==> src/rtl/ps2_pkg.sv <==
// Shared definitions for the PS/2 keyboard device transmitter.
//   ps2_tx_state_t  : transmit FSM states
//   PS2_FRAME_BITS  : start + 8 data + parity + stop
//   odd_parity()    : parity bit that makes the 9-bit data+parity field odd
package ps2_pkg;

  typedef enum logic [2:0] {
    ST_IDLE,
    ST_WAIT_BUS,
    ST_SETUP,
    ST_CLK_LOW,
    ST_CLK_HIGH,
    ST_GAP
  } ps2_tx_state_t;

  localparam int unsigned PS2_FRAME_BITS = 11;

  function automatic logic odd_parity(input logic [7:0] b);
    return ~^b;
  endfunction

endpackage

==> src/rtl/sync_fifo.sv <==
// Single-clock FIFO used as the scancode queue.
//   clk, rst_n : clock, asynchronous active-low reset (empties the queue)
//   push, wr_data : write request/data, ignored while full
//   pop        : read request, ignored while empty
//   rd_data    : current head entry (show-ahead)
//   full, empty: occupancy flags
module sync_fifo #(
  parameter int unsigned WIDTH = 8,
  parameter int unsigned DEPTH = 8
) (
  input  logic             clk,
  input  logic             rst_n,
  input  logic             push,
  input  logic [WIDTH-1:0] wr_data,
  input  logic             pop,
  output logic [WIDTH-1:0] rd_data,
  output logic             full,
  output logic             empty
);

  localparam int unsigned AW = $clog2(DEPTH);

  logic [WIDTH-1:0] mem [DEPTH];
  logic [AW:0]      wr_ptr;
  logic [AW:0]      rd_ptr;
  logic             push_ok;
  logic             pop_ok;

  // Extra pointer MSB distinguishes full from empty when the indices match.
  assign empty   = (wr_ptr == rd_ptr);
  assign full    = (wr_ptr[AW] != rd_ptr[AW]) && (wr_ptr[AW-1:0] == rd_ptr[AW-1:0]);
  assign push_ok = push && !full;
  assign pop_ok  = pop && !empty;
  assign rd_data = mem[rd_ptr[AW-1:0]];

  always_ff @(posedge clk) begin
    if (push_ok) begin
      mem[wr_ptr[AW-1:0]] <= wr_data;
    end
  end

  always_ff @(posedge clk or negedge rst_n) begin
    if (!rst_n) begin
      wr_ptr <= '0;
      rd_ptr <= '0;
    end else begin
      if (push_ok) begin
        wr_ptr <= wr_ptr + 1'b1;
      end
      if (pop_ok) begin
        rd_ptr <= rd_ptr + 1'b1;
      end
    end
  end

endmodule

==> src/rtl/ps2_kbd_device_tx.sv <==
// PS/2 keyboard device side: serialises queued scancodes onto an open-drain
// PS/2 clock/data pair, generating the clock itself and backing off when the
// host inhibits the bus. Aborted bytes stay queued and are resent in full.
//   clk, reset_n_i    : system clock, asynchronous active-low reset
//   data_i, valid_i   : scancode byte in, pushed when valid_i && ready_o
//   ready_o           : queue not full
//   ps2_clk_i/data_i  : wire levels (asynchronous, synchronised here)
//   ps2_clk_oe_o      : 1 = pull PS/2 clock low
//   ps2_data_oe_o     : 1 = pull PS/2 data low
//   busy_o            : frame in progress
//   abort_o           : one-cycle pulse when host inhibit abandons a frame
module ps2_kbd_device_tx
  import ps2_pkg::*;
#(
  parameter int unsigned HALF_CYC   = 1250,
  parameter int unsigned IDLE_CYC   = 2500,
  parameter int unsigned FIFO_DEPTH = 8
) (
  input  logic       clk,
  input  logic       reset_n_i,
  input  logic [7:0] data_i,
  input  logic       valid_i,
  output logic       ready_o,
  input  logic       ps2_clk_i,
  input  logic       ps2_data_i,
  output logic       ps2_clk_oe_o,
  output logic       ps2_data_oe_o,
  output logic       busy_o,
  output logic       abort_o
);

  localparam int unsigned CNT_MAX = (HALF_CYC > IDLE_CYC) ? HALF_CYC : IDLE_CYC;
  localparam int unsigned CW      = $clog2(CNT_MAX + 1);

  localparam logic [CW-1:0] HALF_LAST  = CW'(HALF_CYC - 1);
  localparam logic [CW-1:0] SETUP_LAST = CW'(HALF_CYC / 2 - 1);
  localparam logic [CW-1:0] IDLE_LAST  = CW'(IDLE_CYC - 1);
  // The synchroniser still shows our own low phase for the first two
  // cycles after release; clock-low is only trusted from here on.
  localparam logic [CW-1:0] INH_START  = CW'(2);
  localparam logic [3:0]    STOP_IDX   = 4'(PS2_FRAME_BITS - 1);

  ps2_tx_state_t              state;
  logic [CW-1:0]              cnt;
  logic [3:0]                 idx;
  logic [3:0]                 next_idx;
  logic [PS2_FRAME_BITS-1:0]  frame;
  logic [1:0]                 clk_sync;
  logic [1:0]                 data_sync;
  logic                       clk_s;
  logic                       data_s;
  logic                       clk_oe;
  logic                       data_oe;
  logic                       abort;

  logic                       fifo_push;
  logic                       fifo_pop;
  logic                       fifo_full;
  logic                       fifo_empty;
  logic [7:0]                 fifo_head;

  assign fifo_push = valid_i && !fifo_full;
  // Pop once, on the first GAP cycle: the stop bit has fully completed.
  assign fifo_pop  = (state == ST_GAP) && (cnt == '0);
  assign ready_o   = !fifo_full;

  sync_fifo #(
    .WIDTH (8),
    .DEPTH (FIFO_DEPTH)
  ) u_fifo (
    .clk     (clk),
    .rst_n   (reset_n_i),
    .push    (fifo_push),
    .wr_data (data_i),
    .pop     (fifo_pop),
    .rd_data (fifo_head),
    .full    (fifo_full),
    .empty   (fifo_empty)
  );

  always_ff @(posedge clk or negedge reset_n_i) begin
    if (!reset_n_i) begin
      clk_sync  <= '1;
      data_sync <= '1;
    end else begin
      clk_sync  <= {clk_sync[0], ps2_clk_i};
      data_sync <= {data_sync[0], ps2_data_i};
    end
  end

  assign clk_s    = clk_sync[1];
  assign data_s   = data_sync[1];
  assign next_idx = idx + 4'd1;

  always_ff @(posedge clk or negedge reset_n_i) begin
    if (!reset_n_i) begin
      state   <= ST_IDLE;
      cnt     <= '0;
      idx     <= '0;
      frame   <= '0;
      clk_oe  <= 1'b0;
      data_oe <= 1'b0;
      abort   <= 1'b0;
    end else begin
      abort <= 1'b0;
      case (state)
        ST_IDLE: begin
          if (!fifo_empty) begin
            frame <= {1'b1, odd_parity(fifo_head), fifo_head, 1'b0};
            cnt   <= '0;
            state <= ST_WAIT_BUS;
          end
        end

        ST_WAIT_BUS: begin
          if (!clk_s || !data_s) begin
            cnt <= '0;
          end else if (cnt == IDLE_LAST) begin
            cnt     <= '0;
            idx     <= '0;
            data_oe <= ~frame[0];
            state   <= ST_SETUP;
          end else begin
            cnt <= cnt + 1'b1;
          end
        end

        ST_SETUP: begin
          if (cnt == SETUP_LAST) begin
            cnt    <= '0;
            clk_oe <= 1'b1;
            state  <= ST_CLK_LOW;
          end else begin
            cnt <= cnt + 1'b1;
          end
        end

        ST_CLK_LOW: begin
          if (cnt == HALF_LAST) begin
            cnt    <= '0;
            clk_oe <= 1'b0;
            state  <= ST_CLK_HIGH;
          end else begin
            cnt <= cnt + 1'b1;
          end
        end

        ST_CLK_HIGH: begin
          // Inhibit during the stop bit is ignored: the byte counts as sent.
          if ((idx != STOP_IDX) && (cnt >= INH_START) && !clk_s) begin
            cnt     <= '0;
            clk_oe  <= 1'b0;
            data_oe <= 1'b0;
            abort   <= 1'b1;
            state   <= ST_WAIT_BUS;
          end else if (cnt == HALF_LAST) begin
            cnt <= '0;
            if (idx == STOP_IDX) begin
              data_oe <= 1'b0;
              state   <= ST_GAP;
            end else begin
              idx     <= next_idx;
              data_oe <= ~frame[next_idx];
              state   <= ST_SETUP;
            end
          end else begin
            cnt <= cnt + 1'b1;
          end
        end

        ST_GAP: begin
          clk_oe  <= 1'b0;
          data_oe <= 1'b0;
          if (cnt == IDLE_LAST) begin
            cnt   <= '0;
            state <= ST_IDLE;
          end else begin
            cnt <= cnt + 1'b1;
          end
        end

        default: begin
          state   <= ST_IDLE;
          cnt     <= '0;
          clk_oe  <= 1'b0;
          data_oe <= 1'b0;
        end
      endcase
    end
  end

  assign ps2_clk_oe_o  = clk_oe;
  assign ps2_data_oe_o = data_oe;
  assign busy_o        = (state != ST_IDLE);
  assign abort_o       = abort;

endmodule

==> config.mk <==
export PLATFORM = sky130hd
export DESIGN_NAME = ps2_kbd_device_tx
export DESIGN_NICKNAME = d
export VERILOG_FILES = /design/src/rtl/ps2_pkg.sv /design/src/rtl/sync_fifo.sv /design/src/rtl/ps2_kbd_device_tx.sv
export SDC_FILE = /design/constraint.sdc
export NUM_CORES = 1
export LEC_CHECK = 0
export ABC_AREA = 1
export BUFFER_PORTS_ARGS = -buffer_cell sky130_fd_sc_hd__clkbuf_2
export CORE_AREA = 5 5 103 154
export CTS_CLUSTER_DIAMETER = 200
export DETAILED_ROUTE_END_ITERATION = 8
export DIE_AREA = 0 0 108 159
export GPL_TIMING_DRIVEN = 0
export PLACE_DENSITY = 0.57
export SYNTH_ARGS = -nofsm -noshare
export SYNTH_HDL_FRONTEND = slang
export SYNTH_SLANG_ARGS = --single-unit
==> constraint.sdc <==
create_clock -name clk -period 3.1 [get_ports clk]
set_input_delay 0.93 -clock clk [delete_from_list [all_inputs] [get_ports clk]]
set_output_delay 0.93 -clock clk [all_outputs]
set_load 0.005 [all_outputs]
* Word-level counts from Yosys, hierarchy flattened
Memories as Yosys holds them, arrays and structs flattened.
Cells that the tools add are included.
** Word-level totals
- Output and inout bits :: 5
- Flip-flop bits (word level) :: 44
- Input port bits :: 13
- Logic and storage cells :: 109
- Memories kept :: 1
- RAM bits :: 64
** Memory list
- u_fifo.mem :: depth 8, bits a word 8, rd ports 1, clocked after memory_dff 0, wr ports 1, line sync_fifo.sv:23 : logic [WIDTH-1:0] mem [DEPTH];
** Cells by class
- Muxes and demuxes :: 39
- Equal/unequal tests :: 24
- Add/sub/neg operators :: 4
- Order comparisons :: 2
- Reduce and logical (&&, ||, !) cells :: 24
- Bitwise logic cells :: 4
** Operators by type and width (count)
- 12-bit two-way mux :: 6
- 12-bit one-hot mux with 6 select lines :: 1
- 3-bit two-way mux :: 9
- 4-bit two-way mux :: 5
- 2-bit inequality test, second input constant :: 9
- 3-bit one-hot mux with 6 select lines :: 1
- 1-bit two-way mux :: 13
- 12-bit by 1-bit adder with 12-bit output, second input constant :: 1
- 4-bit by 1-bit adder with 4-bit output, second input constant :: 3
- 12-bit by 10-bit == test with 1-bit output, second input constant :: 1
- 12-bit by 11-bit == test with 1-bit output, second input constant :: 1
- 12-bit == test, second input constant :: 1
- 12-bit by 2-bit greater-or-equal comparator with 1-bit output, second input constant :: 1
- 12-bit zero test :: 1
- 4-bit one-hot mux with 2 select lines :: 1
- 4-bit AND reduction :: 2
- 8-bit XNOR reduction :: 1
- 1-bit logical AND :: 7
- 7-bit AND reduction :: 1
- 3-bit by 2-bit == test with 1-bit output, second input constant :: 2
- 3-bit == test, second input constant :: 2
- 6-bit AND reduction :: 1
- 4-bit by 5-bit less-than comparator with 1-bit output, second input constant :: 1
- 1-bit binary-select mux with 4-bit select :: 1
- 19 further kinds :: 25

* Logic depth before layout (Yosys ltp)
Gate-level depths: netlist of the first run.
- Depth in word-level cells :: 8
- Mapped depth :: 16

* Hierarchy
Synthesis of the first run repeated with hierarchy kept, for this count alone.
** Second synthesis, totals
- Cells, all modules :: 620
- Area, all modules :: 5437.7 um^2
** Modules (own cells, without submodules)
- sync_fifo :: cells each 269, sequential area each 2122.0 um^2, times used 1, area each 3044.2 um^2
- ps2_kbd_device_tx :: cells each 351, sequential area each 905.9 um^2, times used 1, area each 2393.5 um^2

* Least setup slack after synthesis of the first run
Ideal clock, no wire load.
- Kind :: input to register
- Start :: input valid_i
- End :: memory u_fifo.mem[0][0], enable pin
- Path slack :: 1.032 ns
- Setup time :: 0.370 ns
- Data arrival time :: 1.698 ns
- Stages :: 3
- Cell sequence :: nand2_1 -> or2_2 -> nor2_1
** On the way
- Word-level cells in the longest chain between the ends :: 4
** RTL lines
- start, declared :: line ps2_kbd_device_tx.sv:22 : input logic valid_i,
- 1-bit logical AND :: line ps2_kbd_device_tx.sv:62 : assign fifo_push = valid_i && !fifo_full;
- 1-bit logical AND :: line sync_fifo.sv:32 : assign push_ok = push && !full;
- 1-bit two-way mux :: line sync_fifo.sv:37 : if (push_ok) begin
- 1-bit two-way mux (not written as such) :: line sync_fifo.sv:38 : mem[wr_ptr[AW-1:0]] <= wr_data;
- end, declared :: line sync_fifo.sv:23
No other way between the ends.

* Final worst setup path of the first run
- Start :: register u_fifo.rd_ptr[2]
- End :: memory u_fifo.mem[4][0], enable pin
** On the way
- Word-level cells in the longest chain between the ends :: 7
** RTL lines
- start, declared :: line sync_fifo.sv:25 : logic [AW:0] rd_ptr;
- start signal, assigned :: line sync_fifo.sv:51 : rd_ptr <= rd_ptr + 1'b1;
- 3-bit == test (*) :: line sync_fifo.sv:31 : assign full = (wr_ptr[AW] != rd_ptr[AW]) && (wr_ptr[AW-1:0] == rd_ptr[AW-1:0]);
- 1-bit logical AND (*) :: line sync_fifo.sv:31
- 1-bit zero test (*) :: line sync_fifo.sv:32, ps2_kbd_device_tx.sv:62
- 1-bit logical AND :: line ps2_kbd_device_tx.sv:62
- 1-bit logical AND (*) :: line sync_fifo.sv:32
- 1-bit two-way mux (*) :: line sync_fifo.sv:37
- 1-bit two-way mux (not written as such) (*) :: line sync_fifo.sv:38
Mark *: on every way between the ends. The rest lies on a longest branch, timed or not.

==> impl_results.md, run 1 <==
- Gate power share: 0.150
- Slowest CP cell: nor2_1
- Syn Area/Cell: 8.58 um^2
- Internal power: 2.41 mW
- Crit Path Max Fanout: 9
- H-tree levels: 3
- IO buf count: 17
- Cells along the critical path: buf_4, xor2_1, nand3b_2, nand2_1, or2_2, nor2_1
- Worst Path Arrival: approximately 2.5 ns
- Iter 0 DRT Violations: 160
- Slew Limit Fails: 0
- Core ar.: 14300 um^2
- Crit Path Category: reg2reg
- Antenna violations before repair: 0
- Power Density: 543 nW/um^2
- Yosys warns: 0
- Clk sinks: approximately 110
- WP data required: just over 3 ns
- Largest net degree at the start of global routing: 45
- Synth area leader: edfxtp_1
- CP startpoint: u_fifo.rd_ptr[2]
- Mapped Cells: 656
- Sw Pwr: 0.981 mW
- Total setup buffers inserted after CTS: 0
- Clock Tree Root: clkbuf_16
- Status: complete, no violations
- Dpl hpwl: 9160 um
- Final Setup Violations: 0
- Met2 WL: 6720 um
- Clock slew seen by the registers of the worst setup and hold paths: 0.07 ns
- Sequential Power Share: 0.521
- Via count: 4151
- Yosys reg bits: 108
- Min-Delay Path Class: reg2reg
- Reg2reg path depth: 6
- # placed instances: approximately 870
- Area delta synth->final: 11.0%
- Synth top area cells: edfxtp_1, dfrtp_1, nand2_1, inv_1, nand3_1
- Drt drc: 0
- Clk_lat worst skew: 0.35 ns
- GRT Total Usage: 0.151
- Final instance count without filler cells: 885
- Worst VDD drop: 0.362 mV
- Post-Syn Area: about 5600 um^2
- Wl on met1: roughly 5000 um
- Clock Power Share: 0.329
- Die Area: 17200 um^2
- Register area share after synthesis: 0.538
- Total power: around 3.4 mW
- Total of max-cap violations: 0
- RSZ-0062 raised after global routing: no
- Area fraction of the dominant cell type after synthesis: 0.342
- TritonCTS clock tree: yes
- Sw frac: 0.289
- Top-count cell post-synth: nand2_1
- DIE WIDTH: 108 um
- Critical path depth: 6
- Worst Skew: ~0.013 ns
- Syn Nets: between 600 and 700
- Slew headroom: 0.265
- CTS-repair resized insts: 0
- Max incr delay on CP: 0.75 ns
- Max Used Layer: met4
- Worst-margin pin slew: 1.10 ns
- Post-route minimum period: 2.48 ns
- Sum of negative setup slack: 0 ns
- DRT antenna net count: 0
- Ports: 18
- Final Wtd Congestion: 0.883
- Leak pwr: 2.96 nW
- Min-delay src: clk_sync[0]
- Tcrit/Tclk final: 0.801
- FFs w/ async S/R, synth: 0.407
- Global-route wire length before repair: 20200 um
- Worst flop-to-flop path startpoint: u_fifo.rd_ptr[2]
- Routed wl met3: 329 um
- Setup crit start kind: flip-flop
- Setup slack after layout: 0.617 ns
- Initial core utilization: 0.393
- Share of layout cells above drive strength 1: 0.129
- Routed len/inst: 13.9 um
- Util after Layout: 0.436
- Crit path capture type: flip-flop
- Post-place setup slack: 0.473 ns
- CP Buf/Inv Count: 1
- Most used flip-flop cell after synthesis: edfxtp_1
- Fill cell count: 1474
- Layout Nets: approximately 710
- Clock buffer depth: 2
- Post-synth cell types: 39
- Vias in the first global route: 4071
- Final WL: 12300 um
- Hold-fix buffers, CTS: 0
- Vias per inst: 4.69
- Final global-route overflow total: 0
- Top Family by Delay on Critical Path: simple AND/OR/NAND/NOR gates
- Ant. Diodes: 0
- Total iterations of the first detailed-routing run: 4
- Num CTS Buffers: 9
- Commonest cells post-synth: nand2_1, inv_1, edfxtp_1
- Hold Path Cell Cnt: 0
- EDFF count, synth: 64
- Row count: 54
- Hold violation total from the final report: 0
- Die H: ~160 um
- Max Freq: 0.403 GHz
## layout make-up
| type | instances | area [um^2] | share of cell area |
|---|---|---|---|
| Tap cell | 196 | 245 | 0.0393 |
| Timing Repair Buffer | 17 | 85.1 | 0.0136 |
| Clock buffer | 9 | 225 | 0.0361 |
| Sequential cell | 108 | 3030 | 0.485 |
| Multi-Input combinational cell | 433 | 2090 | 0.334 |
| Buffer | 15 | 129 | 0.0206 |
| Inverter | 100 | 380 | 0.0609 |
| Clock inverter | 7 | 62.6 | 0.0100 |
## flip-flops by register name, summed over array words and instances (netlist names)
register and count:
state 3, data_sync 2, frame 10, u_fifo.rd_ptr 4, clk_sync 2, ps2_data_oe_o 1, cnt 12, abort_o 1
ps2_clk_oe_o 1, idx 4, u_fifo.mem 64, u_fifo.wr_ptr 4
## power groups by stage
stage	registers [mW]	logic, mW	clock network, mW
after floorplan	1.78	0.367	0
after global placement	1.79	0.501	0
after detailed placement	1.80	0.516	0
after CTS	1.77	0.519	1.15
after global routing	1.78	0.581	1.21
final	1.77	0.509	1.12
## layout by cell type, fill, tap and decap left out, drive strengths merged
| master | netlist | routed |
|---|---|---|
| nand2 | 233 | 233 |
| inv | 99 | 103 |
| edfxtp | 64 | 64 |
| nand3 | 61 | 61 |
| nor2 | 49 | 49 |
| dfrtp | 40 | 40 |
| o21ai | 28 | 28 |
| clkbuf | 2 | 28 |
| xor2 | 14 | 14 |
| buf | 13 | 13 |
| a21oi | 12 | 12 |
| nand4 | 11 | 11 |
| ha | 8 | 8 |
| nor3 | 6 | 6 |
| dfstp | 4 | 4 |
| o22ai | 3 | 3 |
| clkinv | 1 | 3 |
| a31oi | 2 | 2 |
| nor4 | 2 | 2 |
| nand3b | 1 | 1 |
| or2 | 1 | 1 |
| o21bai | 1 | 1 |
| o211ai | 1 | 1 |
| clkinvlp | 0 | 1 |
## final timing paths
kind                                         end  slack [ns]
worst max-delay path            u_fifo.mem[4][0]        0.62
worst min-delay path                 clk_sync[1]        0.36
worst max register to register  u_fifo.mem[4][0]        0.62
worst min register to register       clk_sync[1]        0.36
max in group asynchronous                 cnt[7]        1.64
min in group asynchronous                cnt[11]        0.76
## worst register-to-register path, delay by kind of cell, from the launching register on
kind | cells | cell delay, ns
AND/OR/NAND/NOR | 4 | 1.36
buffers and inverters | 1 | 0.18
flip-flops | 1 | 0.36
XOR/XNOR | 1 | 0.21
## stage by stage
step | cell area, um^2 | hold WS [ns]
2_1_floorplan | 5630 | 0.345
3_3_place_gp | 5960 | 0.350
3_5_place_dp | 5960 | 0.350
4_1_cts | 6240 | 0.361
5_1_grt | 6240 | 0.362
6_report | 6240 | 0.356
## per-layer routing
| layer | track usage | vias to the layer above |
|---|---|---|
| met5 | 0 | - |
| met4 | 0.0477 | 0 |
| met3 | 0.0308 | 17 |
| met2 | 0.282 | 55 |
| met1 | 0.168 | 1932 |
| li1 | - | 2147 |
## cells by family (layout without fill, tap and decap cells)
logic type      after synthesis  count (layout)  share of synthesized area
simple gates                364             364                      0.286
buf+inv                     115             148                     0.0905
flops                       108             108                      0.538
compound gates               47              47                     0.0458
xor+xnor                     14              14                     0.0218
fa+ha+maj                     8               8                     0.0178
(Power assumes the default switching activity.)
==> run 2: changes to the inputs <==
Clock period 3.1 ns to 2.5 ns, I/O delays scaled along.
==> run 2 against run 1 <==
  * Register-to-register slack worse by 0.46 ns
  * Power is 24% higher
  * Clock power is 23% higher
  * Die area stayed put
  * Critical endpoint is now u_fifo.mem[5][7]
==> impl_results.md, run 2 (synthesis gave the netlist of run 1 again) <==
- Total power: 4.22 mW (+24%)
- Die Area: 17200 um^2 (unchanged)
- Worst-margin pin slew: 1.11 ns (+0.00778 ns)
- Hold violation total from the final report: 0 (unchanged)
- Final Setup Violations: 0 (unchanged)
- Dpl hpwl: 9160 um (unchanged)
- Top Family by Delay on Critical Path: simple AND/OR/NAND/NOR gates
- Fill cell count: 1473 (-0.068%)
- Final WL: 12200 um (-0.21%)
- Global-route wire length before repair: 20200 um (unchanged)
- GRT Total Usage: 0.151 (unchanged)
- Iter 0 DRT Violations: 208 (+30%)
- Slowest CP cell: nor2_1
- Most frequent cells in the layout: nand2_1, inv_1, edfxtp_1, nand3_1, dfrtp_1
- Layout Nets: 705 (unchanged)
- Crit path capture type: flip-flop
- Crit Path Category: reg2reg
- Tcrit/Tclk final: 0.935 (+0.134)
- Via count: 4142 (-0.22%)
- DRT antenna net count: 0 (unchanged)
- Vias in the first global route: 4071 (unchanged)
- Power Density: 675 nW/um^2 (+24%)
- Max Freq: 0.428 GHz (+6.2%)
- Slew Limit Fails: 0 (unchanged)
- Slew headroom: 0.260 (-0.00518)
- Max reg flops: 64 (unchanged)
- Ports: 18 (unchanged)
- Ant. Diodes: 0 (unchanged)
- Routed len/inst: 13.8 um (-0.21%)
- TritonCTS clock tree: yes
- Clock buffer depth: 2 (unchanged)
- Share of layout cells above drive strength 1: 0.135 (+0.00581)
- RSZ-0062 raised after global routing: no
- Antenna violations before repair: 0 (unchanged)
- Total of max-cap violations: 0 (unchanged)
- WP data required: 2.47 ns (-0.60 ns)
- Clock Tree Root: clkbuf_16
- H-tree levels: 3 (unchanged)
- Row count: 54 (unchanged)
- Worst Skew: 0.0137 ns (+0.000786 ns)
- # placed instances: 869 (unchanged)
- Core ar.: 14300 um^2 (unchanged)
- DIE WIDTH: 108 um (unchanged)
- Post-route minimum period: 2.34 ns (-0.145 ns)
- Max incr delay on CP: 0.77 ns (+0.02 ns)
- Vias per inst: 4.68 (-0.22%)
- Final global-route overflow total: 0 (unchanged)
- Cells along the critical path: buf_4, xor2_1, nand3b_2, nand2_1, inv_2, nand2_2, nor2_1
- IO buf count: 17 (unchanged)
- Drt drc: 0 (unchanged)
- Worst Path Arrival: 2.30 ns (-0.15 ns)
- CTS-repair resized insts: 0 (unchanged)
- Final instance count without filler cells: 885 (unchanged)
- Leak pwr: 2.96 nW (about the same)
- Setup crit start kind: flip-flop
- Clock slew seen by the registers of the worst setup and hold paths: 0.07 ns (about the same)
- Post-place setup slack: -0.0297 ns (-0.502 ns)
- Clk_lat worst skew: 0.35 ns (about the same)
- Min-Delay Path Class: reg2reg
- Crit Path Max Fanout: 9 (unchanged)
- Num CTS Buffers: 9 (unchanged)
- Largest net degree at the start of global routing: 45 (unchanged)
- Clk sinks: 108 (unchanged)
- Initial core utilization: 0.393 (unchanged)
- Commonest non-fill, non-tap cell in the layout: nand2_1
- Area delta synth->final: 11.2%
- Total iterations of the first detailed-routing run: 5 (+1)
- Total setup buffers inserted after CTS: 0 (unchanged)
- Worst VDD drop: 0.450 mV (+24%)
- Hold-fix buffers, CTS: 0 (unchanged)
- Die H: 159 um (unchanged)
- CP Buf/Inv Count: 2 (+1)
- Setup slack after layout: 0.162 ns (-0.455 ns)
- Status: complete, no violations
- Final Wtd Congestion: 0.883 (unchanged)
## run 2: cell counts in the layout (fill, tap and decap cells not counted)
Identical to the previous run, type by type.
## run 2: worst paths after layout
kind                                  start          endpoint  slack, ns  depth (start not counted)
max                        u_fifo.rd_ptr[2]  u_fifo.mem[5][7]       0.16                          7
min                             clk_sync[0]       clk_sync[1]       0.36                          0
max reg2reg                u_fifo.rd_ptr[2]  u_fifo.mem[5][7]       0.16                          7
min reg2reg                     clk_sync[0]       clk_sync[1]       0.36                          0
max in group asynchronous         reset_n_i            cnt[7]       1.21                          1
min in group asynchronous         reset_n_i           cnt[11]       0.59                          1
## run 2: cell type report
type / count / area, um^2 / area share
inverters: 100 / 380 / 0.0608
well taps: 196 / 245 / 0.0392
plain buffers: 15 / 129 / 0.0206
clock inverters: 7 / 62.6 / 0.0100
multi-input cells: 433 / 2100 / 0.336
flip-flops and latches: 108 / 3030 / 0.484
clock buffers: 9 / 225 / 0.0360
repair buffers: 17 / 85.1 / 0.0136
## run 2: worst reg2reg max path, delay by kind of cell, from the launching register on
family        cells  cell delay (ns)
xor+xnor          1             0.21
simple gates      4             1.12
buf+inv           2             0.27
flops             1             0.36
## run 2: where the power goes
part | switching, mW | internal, mW | total [mW]
Sequential | 0.0885 | 2.10 | 2.19
Clock | 0.686 | 0.698 | 1.38
Combinational | 0.453 | 0.191 | 0.644
Total | 1.23 | 2.99 | 4.22
## run 2: metal layers
| layer | vias to the layer above | part of all wire | global-route usage |
|---|---|---|---|
| li1 | 2145 | - | - |
| met2 | 56 | 0.55 | 0.282 |
| met5 | - | 0 | 0 |
| met1 | 1924 | 0.40 | 0.168 |
| met3 | 17 | 0.031 | 0.0308 |
| met4 | 0 | 0.018 | 0.0477 |
## run 2: through the flow
| step | hold slack (ns) | utilization | setup TNS, ns | area [um^2] |
|---|---|---|---|---|
| final | 0.356 | 0.437 | 0 | 6250 |
| after global placement | 0.350 | 0.416 | -0.0786 | 5960 |
| after CTS | 0.361 | 0.436 | -0.764 | 6240 |
| after detailed placement | 0.350 | 0.416 | -0.442 | 5960 |
| after global routing | 0.362 | 0.437 | 0 | 6250 |
| after floorplan | 0.345 | - | 0 | 5630 |
==> run 3: changes to the inputs <==
Settings changed: CORE_AREA 5 5 103 154 to 5 5 102 151, DIE_AREA 0 0 108 159 to 0 0 107 156, SYNTH_HIERARCHICAL set to 1.
==> run 3 against run 2 <==
  * Power grew 56%
  * Synthesized area shrank 3.3%
  * Sequential power grew 11%
  * Core utilization grew 0.30 points
  * Wire length grew 1.4%
  * Clock power grew 12%
  * Final cell count shrank 7.2%
  * Combinational power grew to 4.1 times the previous value
  * Die area shrank 2.8%
  * First-iteration DRC count shrank 6.7%
  * Critical path type is now reg2out
  * Highest routed layer unchanged
==> impl_results.md, run 3 <==
- Worst VDD drop: 0.485 mV (+8.0%)
- Top-count cell post-synth: nand2_1
- Setup crit start kind: flip-flop
- Worst-case hold slack: 0.361 ns (+0.00535 ns)
- Final Setup Violations: 0 (unchanged)
- Crit Path Category: reg2out
- Worst Path Arrival: 1.60 ns (-0.70 ns)
- Mapped Cells: 620 (-5.5%)
- Synth top area cells: edfxtp_1, dfrtp_1, nand2_1, nor2_1, nand3_1
- Worst flop-to-flop path startpoint: u_fifo/rd_ptr[1]
- Total iterations of the first detailed-routing run: 7 (+2)
- CP startpoint: u_fifo/rd_ptr[1]
- Area fraction of the dominant cell type after synthesis: 0.353 (+0.0118)
- Final Wtd Congestion: 0.922 (+4.4%)
- Antenna violations before repair: 0 (unchanged)
- Internal power: 4.00 mW (+34%)
- Crit Path Max Fanout: 10 (+1)
- Gate power share: 0.398 (+0.245)
- Total power: 6.60 mW (+56%)
- Max reg flops: 64 (unchanged)
- Iter 0 DRT Violations: 194 (-6.7%)
- DRT antenna net count: 0 (unchanged)
- Worst-margin pin slew: 1.13 ns (+0.0167 ns)
- Clock Power Share: 0.234 (-0.094)
- Dpl hpwl: 8890 um (-2.9%)
- Initial core utilization: 0.390 (-0.00226)
- Hold violation total from the final report: 0 (unchanged)
- Largest net degree at the start of global routing: 45 (unchanged)
- IO buf count: 17 (unchanged)
- Final WL: 12400 um (+1.4%)
- Max Freq: 0.426 GHz (-0.30%)
- Status: complete, no violations
- Placed inst area: 5730 um^2 (-3.8%)
- RSZ-0062 raised after global routing: no
- Most used flip-flop cell after synthesis: edfxtp_1
- Layout Nets: 672 (-4.7%)
- Slew headroom: 0.249 (-0.0111)
- Clk sinks: 108 (unchanged)
- Clock Tree Root: clkbuf_16
- Post-Syn Area: 5440 um^2 (-3.3%)
- Final instance area: 6120 um^2 (-2.1%)
- Slew Limit Fails: 0 (unchanged)
- # placed instances: 802 (-7.7%)
- Min-delay src: data_sync[0]
- Share of layout cells above drive strength 1: 0.137 (+0.00222)
- Fill cell count: 1355 (-8.0%)
- Clock buffer depth: 2 (unchanged)
- TritonCTS clock tree: yes
- Clock slew seen by the registers of the worst setup and hold paths: 0.08 ns (about the same)
- Vias per inst: 5.07 (+8.3%)
- Synth area leader: edfxtp_1
- Global-route wire length before repair: 20300 um (+0.54%)
- Sequential Power Share: 0.368 (-0.151)
- Final global-route overflow total: 0 (unchanged)
- EDFF count, synth: 64 (unchanged)
- Final instance count without filler cells: 821 (-7.2%)
- Ports: 18 (unchanged)
- Routed len/inst: 15.1 um (+9.3%)
- Sw Pwr: 2.60 mW (+110%)
- Num CTS Buffers: 9 (unchanged)
- Ant. Diodes: 0 (unchanged)
- Syn Area/Cell: 8.77 um^2 (+2.3%)
- Commonest non-fill, non-tap cell in the layout: nand2_1
- FFs w/ async S/R, synth: 0.407 (unchanged)
- Drt drc: 0 (unchanged)
- Most frequent cells in the layout: nand2_1, nor2_1, edfxtp_1, inv_1, nand3_1
- Die Area: 16700 um^2 (-2.8%)
- Register area share after synthesis: 0.557 (+0.0186)
- Min-Delay Path Class: reg2reg
- Yosys reg bits: 108 (unchanged)
- Row count: 53 (-1.9%)
- Leak pwr: 2.76 nW (-6.7%)
- Die H: 156 um (-1.9%)
- Sw frac: 0.394 (+0.103)
- Syn Nets: 641 (-5.3%)
- Vias in the first global route: 4224 (+3.8%)
- Hold-fix buffers, CTS: 0 (unchanged)
- DIE WIDTH: 107 um (-0.93%)
- Crit path capture type: primary output
- GRT Total Usage: 0.154 (+0.00320)
- Post-synth cell types: 38 (-2.6%)
- Total of max-cap violations: 0 (unchanged)
- Worst Skew: 0.00786 ns (-0.00581 ns)
- Post-route minimum period: 2.35 ns (+0.00715 ns)
- H-tree levels: 3 (unchanged)
- Clk_lat worst skew: 0.35 ns (about the same)
- Power Density: 1080 nW/um^2 (+60%)
- WP data required: 1.75 ns (-0.72 ns)
- Tcrit/Tclk final: 0.938 (+0.00286)
- Yosys warns: 6 (+6)
- Via count: 4160 (+0.43%)
- Core ar.: 13900 um^2 (-2.8%)
- Commonest cells post-synth: nand2_1, nor2_1, edfxtp_1
- Area delta synth->final: 12.6%
[run 3: cell count changes in the layout (fill, tap and decap cells not counted), moves of 11 or more]
| cell | previous run | this run |
|---|---|---|
| inv_1 | 89 | 53 |
| nand2_1 | 226 | 183 |
| nand3_1 | 57 | 46 |
| nor2_1 | 36 | 78 |
| o21ai_0 | 17 | 37 |
| o22ai_1 | 3 | 17 |
[run 3: through the flow]
step / TNS [ns] / worst slack [ns] / utilization
after floorplan: 0 / 0.374 / -
after global placement: -9.28 / -0.212 / 0.411
after detailed placement: -10.46 / -0.242 / 0.411
after CTS: -0.154 / -0.0184 / 0.436
after global routing: 0 / 0.0572 / 0.440
final: 0 / 0.155 / 0.440
[run 3: final timing paths]
check / to / slack, ns / cells past startpoint
worst max-delay path: ready_o / 0.15 / 8
worst min-delay path: data_sync[1] / 0.36 / 0
worst max register to register: u_fifo/mem[5][4] / 0.26 / 9
worst min register to register: data_sync[1] / 0.36 / 0
max in group asynchronous: frame[9] / 1.21 / 1
min in group asynchronous: state[1] / 0.61 / 1
[run 3: logic make-up (layout without fill, tap and decap cells)]
group / Yosys count / in the layout / synth area share
multiplexers: 5 / 5 / 0.0110
AND/OR/NAND/NOR: 335 / 335 / 0.258
adder cells (fa/ha/maj): 8 / 8 / 0.0184
AO/OA/AOI/OAI: 67 / 67 / 0.0672
flip-flops: 108 / 108 / 0.557
XOR/XNOR: 17 / 17 / 0.0274
buffers and inverters: 80 / 116 / 0.0614
[run 3: power groups by stage]
stage / clock (mW) / combinational [mW] / sequential, mW
3_5_place_dp: 0 / 2.57 / 2.47
5_1_grt: 1.65 / 2.96 / 2.47
2_1_floorplan: 0 / 1.93 / 2.41
6_report: 1.55 / 2.63 / 2.43
3_3_place_gp: 0 / 2.51 / 2.46
4_1_cts: 1.59 / 2.62 / 2.43
[run 3: layout make-up]
class	instances	area [um^2]	area share
Sequential cell	108	3030	0.495
Multi-Input combinational cell	432	2110	0.345
Inverter	64	244	0.0399
Clock buffer	9	225	0.0368
Tap cell	165	206	0.0337
Timing Repair Buffer	20	108	0.0176
Clock inverter	7	103	0.0168
Buffer	16	97.6	0.0159
[run 3: metal layers]
metal / part of all wire / global-route usage / up-vias
li1: - / - / 2088
met1: 0.40 / 0.162 / 1989
met2: 0.55 / 0.301 / 65
met3: 0.028 / 0.0261 / 18
met4: 0.022 / 0.0591 / 0
met5: 0 / 0 / -
[run 3: critical path, cell delays in order, from the launching register on]
cell	delay [ns]
dfrtp_1	0.42
clkbuf_4	0.21
nand2_1	0.08
nand2_1	0.09
inv_2	0.08
nand4_4	0.13
inv_1	0.11
inv_1	0.04
clkbuf_2	0.10
[run 3: what timing repair did]
action                                 4_1_cts  5_1_grt
buffers inserted                             0        3
setup endpoints to repair                   56       66
pin swaps                                    0        1
resized for setup                            7        9
endpoints found under the hold margin        0        0
